==> config.mk <==
export PLATFORM = sky130hd
export DESIGN_NAME = dot_product_sequencer
export DESIGN_NICKNAME = d
export VERILOG_FILES = /design/src/rtl/dot_product_sequencer.sv
export SDC_FILE = /design/constraint.sdc
export NUM_CORES = 1
export LEC_CHECK = 0
export CORE_MARGIN = 1.5
export CORE_UTILIZATION = 65
export DETAILED_ROUTE_END_ITERATION = 8
export PLACE_DENSITY_LB_ADDON = 0.08
export RECOVER_POWER = 25
export SLEW_MARGIN = 20
export SYNTH_ARGS = -nofsm -noshare
export SYNTH_HDL_FRONTEND = slang
export SYNTH_SLANG_ARGS = --single-unit
==> constraint.sdc <==
create_clock -name CLK -period 14.2 [get_ports CLK]
set_clock_uncertainty 0.2 [all_clocks]
set_input_delay 2.84 -clock CLK [delete_from_list [all_inputs] [get_ports CLK]]
set_output_delay 2.84 -clock CLK [all_outputs]
set_load 0.05 [all_outputs]
==> src/rtl/dot_product_sequencer.sv <==
// Sequential N-element dot product: operand vectors written via WR/Dir, one MAC per clock after Start.
// Build option: define DOT_SAT_EN to saturate Data_Out and raise Ovf instead of wrapping.
//
// state | meaning
// IDLE  | waiting for Start; writes accepted
// MAC   | accumulating Vector1[idx]*Vector2[idx]; writes rejected with Wr_Ign
// DONE  | publishing acc to Data_Out with a Done pulse; writes accepted
module dot_product_sequencer #(
  parameter  int DATA_W = 8,
  parameter  int N_ELEM = 4,
  parameter  int OUT_W  = 16,
  localparam int ADDR_W = $clog2(N_ELEM),
  localparam int ACC_W  = 2*DATA_W + $clog2(N_ELEM)
) (
  input  logic              CLK,
  input  logic              RST_N,
  input  logic [DATA_W-1:0] Data_In1,
  input  logic [DATA_W-1:0] Data_In2,
  input  logic [ADDR_W-1:0] Dir,
  input  logic              WR,
  input  logic              Start,
  output logic              Busy,
  output logic              Done,
  output logic              Wr_Ign,
  output logic              Ovf,
  output logic [OUT_W-1:0]  Data_Out
);

  typedef enum logic [1:0] {IDLE, MAC, DONE} state_t;

  localparam logic [ADDR_W-1:0] LAST_IDX = ADDR_W'(N_ELEM - 1);

  state_t              state, state_n;
  logic [ACC_W-1:0]    acc, acc_n;
  logic [ADDR_W-1:0]   idx, idx_n;
  logic [DATA_W-1:0]   vec1 [N_ELEM];
  logic [DATA_W-1:0]   vec2 [N_ELEM];
  logic [2*DATA_W-1:0] prod;
  logic [OUT_W-1:0]    result_n;
  logic [OUT_W-1:0]    data_out_q;
  logic                done_q;
  logic                wr_ign_q;
  logic                wr_en;

  assign prod  = {{DATA_W{1'b0}}, vec1[idx]} * {{DATA_W{1'b0}}, vec2[idx]};
  assign wr_en = WR && (state != MAC);

  always_comb begin
    state_n = state;
    acc_n   = acc;
    idx_n   = idx;
    case (state)
      IDLE: begin
        if (Start) begin
          state_n = MAC;
          acc_n   = '0;
          idx_n   = '0;
        end
      end
      MAC: begin
        acc_n = acc + {{(ACC_W-2*DATA_W){1'b0}}, prod};
        idx_n = idx + ADDR_W'(1);
        if (idx == LAST_IDX) state_n = DONE;
      end
      DONE:    state_n = IDLE;
      default: state_n = IDLE;
    endcase
  end

  always_ff @(posedge CLK) begin
    if (!RST_N) begin
      state      <= IDLE;
      acc        <= '0;
      idx        <= '0;
      data_out_q <= '0;
      done_q     <= 1'b0;
      wr_ign_q   <= 1'b0;
      for (int i = 0; i < N_ELEM; i++) begin
        vec1[i] <= '0;
        vec2[i] <= '0;
      end
    end else begin
      state    <= state_n;
      acc      <= acc_n;
      idx      <= idx_n;
      done_q   <= (state == DONE);
      wr_ign_q <= WR && (state == MAC);
      if (wr_en) begin
        vec1[Dir] <= Data_In1;
        vec2[Dir] <= Data_In2;
      end
      if (state == DONE) data_out_q <= result_n;
    end
  end

`ifdef DOT_SAT_EN
  logic sat;
  logic ovf_q;

  assign sat      = acc > ACC_W'({OUT_W{1'b1}});
  assign result_n = sat ? {OUT_W{1'b1}} : OUT_W'(acc);

  // Ovf is sticky only until the next published result
  always_ff @(posedge CLK) begin
    if (!RST_N)             ovf_q <= 1'b0;
    else if (state == DONE) ovf_q <= sat;
  end

  assign Ovf = ovf_q;
`else
  assign result_n = OUT_W'(acc);
  assign Ovf      = 1'b0;
`endif

  assign Busy     = (state != IDLE);
  assign Done     = done_q;
  assign Wr_Ign   = wr_ign_q;
  assign Data_Out = data_out_q;

endmodule

### After elaboration in Yosys (flattened, before gate mapping)

Memory sizes are Yosys's and may differ from the RTL's. A register that Yosys moved wholly into a read port is not among the register bits.
Cells that the tools add are included.
Widths: inputs -> output; s select.

| cells by class | value |
|---|---|
| add/subtract/negate cells | 2 |
| $mul | 1 |
| eq/ne operators | 6 |
| mux-type cells | 21 |
| reductions and logical operators | 9 |

Operators by type and width:

| cell | number |
|---|---|
| $pmux 18 s2 | 1 |
| $add 18x16->18 | 1 |
| $mux 18 | 1 |
| $mux 2 | 9 |
| $mul 8x8->16 | 1 |
| $mux 8 | 2 |
| $reduce_or 8->1 | 2 |
| $pmux 2 s2 | 2 |
| $mux 1 | 6 |
| $eq 2x2->1 const B | 2 |
| $ne 2x2->1 const B | 2 |
| $reduce_and 2->1 | 2 |
| $reduce_bool 2->1 | 2 |
| $add 2x1->2 const B | 1 |
| $eq 2x1->1 const B | 1 |
| $logic_and 1x1->1 | 2 |
| $logic_not 2->1 | 1 |
| $ne 2x1->1 const B | 1 |

| word-level totals | value |
|---|---|
| register bits after elaboration | 40 |
| memory bits (writable) | 64 |
| input port bits | 22 |
| output and inout bits | 20 |
| logic and storage cells | 47 |
| memories kept | 2 |

Memories:

| memory | depth | bits a word | rd ports | clocked after Yosys merged registers in | wr ports | RTL line | text |
|---|---|---|---|---|---|---|---|
| vec1 | 4 | 8 | 1 | 1 | 4 | 36 | `logic [DATA_W-1:0] vec1 [N_ELEM];` |
| vec2 | 4 | 8 | 1 | 1 | 4 | 37 | `logic [DATA_W-1:0] vec2 [N_ELEM];` |

### Logic depth before layout (Yosys ltp)

Gate-level depths: netlist (run 1).

| logic depth | value |
|---|---|
| depth in word-level cells | 7 |
| mapped depth | 19 |
| mapped depth without buffers | 16 |

### Worst setup path after synthesis (run 1)

No wires, ideal clock.

| path | value |
|---|---|
| path kind | register to register |
| start point | reg (tool-made name) |
| end point | reg acc[15] |
| setup time | 117 ps |
| arrival time | 5345 ps |
| required time | 13883 ps |
| path slack | 8538 ps |
| stages on the path, launching flop included | 17 |
| buffers on the path | 2 |
| period minus slack after synthesis | 5662 ps |
| cell sequence | dfxtp_1 -> buf_2 -> buf_2 -> mux4_2 -> and2_1 -> fa_1 -> fa_1 -> fa_1 -> inv_1 -> fa_1 -> inv_1 -> ha_1 -> and3_2 -> a221oi_2 -> nor3_1 -> or3_1 -> a32o_1 |

RTL lines:

| element | RTL line | text |
|---|---|---|
| to (signal assigned) | 84 | `acc <= acc_n;` |
| to (decl) | 34 | `logic [ACC_W-1:0] acc, acc_n;` |

==> flow_summary.json, run 1 <==
{
  "worst_pin_slew_ps": 1230,
  "clk_pin_slew_ps": 100,
  "die_w_um": 104,
  "path_class": "in2reg",
  "fillCellCount": 687,
  "leakage_nw": 3.17,
  "htreeDepth": 3,
  "std_cell_rows": 36,
  "die-area_um2": 10800,
  "cts.path.max_buffers": 2,
  "seq_area_frac_synth": 0.410,
  "detail-route-antenna-nets": 0,
  "fin_nets": 753,
  "path_cells": "dlygate4sd3_1, clkbuf_1, nand3_1, nor3_1, buf_4, nand2b_1",
  "ff_latch_area_um2": 2720,
  "worstSetupEndpointType": "flip-flop",
  "cp.arrival_ps": 5720,
  "ctsHoldBuffers": 0,
  "cts_resized": 0,
  "routedWlPerCell_um": 17.3,
  "vias": 4346,
  "clock_latency_ps": 390,
  "pin_count": 42,
  "tritoncts": "built",
  "drt_iter0_drc": 304,
  "numCtsBuffers": 9,
  "rsz0062_at_grt": "no",
  "post-cts-setup-buffers": 0,
  "die_y_um": 104,
  "synth-edff-count": 64,
  "critPathSlowestCell": "clkbuf_1",
  "hpwl_um": 10200,
  "grt_usage": 0.272,
  "yosysWarnings": 0,
  "setup_tns_ps": 0,
  "min_period_over_period": 0.416,
  "drc": 0,
  "worst_setup_path_start_kind": "primary input",
  "layout_commonest_cell": "and2_1",
  "finalMaxSlewViolations": 0,
  "finalSetupViolCount": 0,
  "drv_cap": 0,
  "core_um2": 9860,
  "hold_viol_final": 0,
  "stdcell_count": 783,
  "mostFrequentLayoutCells": "and2_1, inv_1, nand2_1",
  "finalWirelength_um": 13500,
  "pwr_density_cell_nw_per_um2": 112,
  "antenna_cells": 0,
  "min_period_ps": 5900,
  "grt_max_degree": 36,
  "crit_required_ps": 14020,
  "firstDrtPassIters": 5,
  "multi_input_area_um2": 3480,
  "crit_family": "buffers and inverters",
  "portBuffers": 40,
  "antenna_found_initial": 0,
  "cp_max_fo": 35,
  "drive_gt1_frac": 0.0600,
  "critPathBufInv": 3,
  "outcome": "finished, final reports clean",
  "final_core_util": 0.746,
  "viasPerCell": 5.55,
  "grt_pass1_wl_um": 22500,
  "maxClockFrequency_mhz": 169,
  "syn_nets": 716,
  "grt.overflow.total": 0,
  "numClockSinks": 104,
  "ys_types": 41,
  "synthFlopType": "edfxtp_1",
  "grt_pass1_vias": 4553,
  "holdCritPathClass": "reg2reg",
  "place.gp.congestion": 0.891,
  "synth-seq-cells": 104,
  "avgSynthCellArea_um2": 10.9,
  "slew_headroom": 0.181,
  "cpPeakStageDelay_ps": 900,
  "ir_drop_mv": 0.0960,
  "post-place-cells": 767,
  "cts-root-buf": "clkbuf_8",
  "syn_to_final_growth_pct": 10.8,
  "initial_utilization": 0.673,
  "async_reset_ff_frac": 0,
  "syn-cell-area_um2": 6640,
  "synthCells": 608
}
[sequential cells by signal (all words and copies together) (netlist names), named ones only]
name,cells
vec2,32
idx,2
Wr_Ign,1
Data_Out,16
state,2
acc,16
vec1,32
Done,1
[power breakdown]
group          switching (W)  internal, W  total [W]
logic               0.000173     0.000112   0.000285
clock network       0.000110    0.0000781   0.000188
registers          0.0000135     0.000339   0.000352
[kinds of logic (layout without fill, tap and decap cells)]
| group | count (synthesis) | count (layout) | synth area share |
|---|---|---|---|
| AO/OA/AOI/OAI | 65 | 65 | 0.0706 |
| flip-flops | 104 | 104 | 0.410 |
| multiplexers | 16 | 16 | 0.0542 |
| buffers and inverters | 115 | 157 | 0.0659 |
| AND/OR/NAND/NOR | 212 | 212 | 0.168 |
| XOR/XNOR | 9 | 9 | 0.0119 |
| other | 1 | 1 | 0.000565 |
| adder cells (fa/ha/maj) | 86 | 86 | 0.218 |
[worst register-to-register path: cells and delay by family (launching register included)]
family	cells	cell delay, ps
and+or+nand+nor	4	960
adders and majority gates	5	2470
buffers and inverters	2	90
DFF	1	700
AOI/OAI and AO/OA	2	630
muxes	1	670
[path summary, 6_finish.rpt]
path	from	to	slack, ps	depth (start not counted)
worst max-delay path	RST_N	vec2[0][4]$_SDFFCE_PN0P_	8300	6
worst min register to register	Data_Out[15]$_SDFFE_PN0P_	Data_Out[15]$_SDFFE_PN0P_	270	2
worst max register to register	flip-flop	acc[15]$_SDFFE_PN0P_	8370	14
worst min-delay path	Data_Out[15]$_SDFFE_PN0P_	Data_Out[15]$_SDFFE_PN0P_	270	2
[synth_stat cells (5+ instances only)]
library cell	number	area share
and2_1	101	0.095
inv_1	96	0.054
nand2_1	77	0.044
edfxtp_1	64	0.29
fa_1	50	0.15
dfxtp_1	40	0.12
ha_1	36	0.068
a21boi_0	16	0.018
mux4_2	16	0.054
clkbuf_1	15	0.0085
a21oi_1	9	0.0068
o21ai_0	8	0.0060
a22o_1	7	0.0092
xnor2_1	7	0.0092
a21o_1	6	0.0068
nor2b_1	6	0.0057
nand2b_1	5	0.0047
[area by class of cell]
type | instances | area share
Tap cell | 133 | 0.0226
Clock buffer | 11 | 0.0207
Multi-Input combinational cell | 389 | 0.473
Timing Repair Buffer | 45 | 0.0580
Inverter | 96 | 0.0490
Sequential cell | 104 | 0.370
Clock inverter | 5 | 0.00629
[metal layers]
metal	track usage	vias up	share of wire
met1	0.376	2131	0.45
met4	0.0585	0	0.0092
li1	-	2063	-
met2	0.443	144	0.49
met3	0.0639	8	0.058
met5	0	-	0
[through the flow]
| stage | total power [W] | hold slack [ps] | area (um2) | setup WS, ps |
|---|---|---|---|---|
| floorplan | 0.000565 | 247 | 6640 | 8540 |
| global placement | 0.000633 | 248 | 7170 | 8030 |
| detailed placement | 0.000641 | 257 | 7170 | 7960 |
| CTS | 0.000828 | 272 | 7370 | 7950 |
| global route | 0.000877 | 313 | 7360 | 8040 |
| finish | 0.000825 | 272 | 7360 | 8300 |
No activity file was read; power rests on OpenSTA's default activity.
==> run 2, diff against run 1 <==
- CORE_UTILIZATION: 65 -> 54
- clock period: 14.2 -> 5.15 ns (I/O delays scaled with it)
==> run 2 against run 1 <==
  * The run now ends with setup timing left
  * Count of clock-buffer cells in the layout shrank 1
  * Cell count grew 8.6%
  * Die area grew 20%
  * Worst hold slack lost 4.3 ps
  * Critical endpoint is now acc[15]$_SDFFE_PN0P_
  * Via count grew 6.4%
  * Routed wire length grew 9.7%
  * Non-clock buffer count grew 53
  * Final area grew 12%
  * Clock power grew to 3.6 times the previous value
  * Combinational power grew to 3.9 times the previous value
  * Power grew to 3.3 times the previous value
  * Highest routed layer unchanged
  * Core utilization shrank 6.0 points
==> flow_summary.json, run 2 (same netlist as run 1, synthesis figures left out) <==
{
  "outcome": "finished with violations",
  "violations": "setup timing",
  "grt_usage": 0.238,
  "vias": 4626,
  "reg_top3": "vec1: 32 flops, vec2: 32 flops",
  "pre_cts_ws_ps": -137,
  "routedWlPerCell_um": 17.5,
  "cp_max_fo": 8,
  "slew_headroom": 0.190,
  "drt_iter0_drc": 236,
  "cp.arrival_ps": 5270,
  "leakage_nw": 3.52,
  "worst_pin_slew_ps": 1210,
  "critPathBufInv": 5,
  "fin_nets": 806,
  "detail-route-antenna-nets": 0,
  "antenna_found_initial": 0,
  "ir_drop_mv": 0.207,
  "cts-root-buf": "clkbuf_16",
  "die_y_um": 114,
  "viasPerCell": 5.44,
  "pwr_density_cell_nw_per_um2": 335,
  "grt.overflow.total": 0,
  "multi_input_area_um2": 3750,
  "hold_viol_final": 0,
  "die-area_um2": 13000,
  "ctsHoldBuffers": 0,
  "path_class": "reg2reg",
  "finalMaxSlewViolations": 0,
  "rsz0062_at_grt": "yes",
  "firstDrtPassIters": 4,
  "rrSetupSlack_ps": -70,
  "core_um2": 12000,
  "critPathSlowestCell": "mux4_2",
  "antenna_cells": 0,
  "initial_utilization": 0.553,
  "drc": 0,
  "die_w_um": 114,
  "layout_commonest_cell": "and2_1",
  "tritoncts": "built",
  "path_cells": "buf_12, mux4_2, buf_6, nand2_4, fa_1, inv_1, ha_1, ha_1, inv_2, fa_1, inv_1, ha_2, fa_2, a21o_1, a221oi_4, nor3_2, or3_1, a32o_2",
  "stdcell_count": 850,
  "grt_pass1_wl_um": 23500,
  "setup_tns_ps": -73.1,
  "place.gp.congestion": 0.916,
  "grt_pass1_vias": 4615,
  "min_period_ps": 5220,
  "pin_count": 42,
  "syn_to_final_growth_pct": 24.1,
  "finalWirelength_um": 14800,
  "clock_latency_ps": 360,
  "setup_slack_ps": -73.1,
  "finalSetupViolCount": 1,
  "mostFrequentLayoutCells": "and2_1, inv_1, edfxtp_1",
  "maxClockFrequency_mhz": 191,
  "worstSetupEndpointType": "flip-flop",
  "portBuffers": 40,
  "crit_family": "adder cells",
  "drv_cap": 0,
  "post-place-cells": 809,
  "numClockSinks": 104,
  "std_cell_rows": 40,
  "cts.path.max_buffers": 2,
  "crit_required_ps": 5190,
  "numCtsBuffers": 9,
  "grt_max_degree": 35,
  "holdCritPathClass": "reg2reg",
  "min_period_over_period": 1.01,
  "cpPeakStageDelay_ps": 630,
  "fillCellCount": 914,
  "clk_pin_slew_ps": 70,
  "ff_latch_area_um2": 2730,
  "hpwl_um": 10500,
  "worst_setup_path_start_kind": "flip-flop",
  "drive_gt1_frac": 0.220,
  "final_core_util": 0.686,
  "htreeDepth": 3
}
run 2: cell types whose count changed in the layout (fill, tap and decap cells not counted), moves of 11 or more:
cell | before | now
and2_1 | 101 | 89
and2_4 | 0 | 11
buf_4 | 2 | 37
buf_6 | 0 | 14
inv_1 | 96 | 85
inv_2 | 0 | 11
nand2_1 | 77 | 62
nand2_2 | 0 | 13
run 2: layer usage:
metal	vias up	GRT usage	routed length [um]
met1	2319	0.341	6630
met3	20	0.0324	623
met5	-	0	0
met2	113	0.382	7360
li1	2174	-	-
met4	0	0.0750	237
run 2: final timing paths:
kind                                                start                         to  cells past startpoint
worst max-delay path                            flip-flop       acc[15]$_SDFFE_PN0P_                     18
worst min-delay path            Data_Out[14]$_SDFFE_PN0P_  Data_Out[14]$_SDFFE_PN0P_                      2
worst max register to register                  flip-flop       acc[15]$_SDFFE_PN0P_                     18
worst min register to register  Data_Out[14]$_SDFFE_PN0P_  Data_Out[14]$_SDFFE_PN0P_                      2
run 2: timing repair:
item / in CTS / in global routing
cloned: 1 / 0
setup buffers: 16 / 11
pin swaps: 30 / 48
gates resized for setup: 36 / 42
setup endpoints to repair: 3 / 6
run 2: power breakdown:
group / total [W] / internal [W] / switching, W
logic: 0.00112 / 0.000544 / 0.000575
clock network: 0.000677 / 0.000340 / 0.000337
registers: 0.000965 / 0.000934 / 0.0000306
run 2: layout make-up:
cell class	instances	share of cell area
multi-input cells	389	0.455
inverters	96	0.0437
well taps	147	0.0223
clock buffers	10	0.0278
clock inverters	6	0.00668
flip-flops and latches	104	0.331
repair buffers	98	0.113
run 2: worst register-to-register path: stages, from the launching register on:
cell and delay (ps):
dfxtp_4 400, buf_12 160, mux4_2 640, buf_6 170
nand2_4 60, fa_1 420, inv_1 80, ha_1 230
ha_1 290, inv_2 40, fa_1 530, inv_1 40
ha_2 190, fa_2 380, a21o_1 240, a221oi_4 300
nor3_2 90, or3_1 380, a32o_2 270
run 2: metrics by stage:
step | hold WS, ps | power (W) | area, um2
floorplan | 247 | 0.00162 | 6730
global placement | 251 | 0.00191 | 7480
detailed placement | 257 | 0.00193 | 7480
CTS | 266 | 0.00267 | 8010
global route | 294 | 0.00293 | 8240
finish | 267 | 0.00276 | 8240
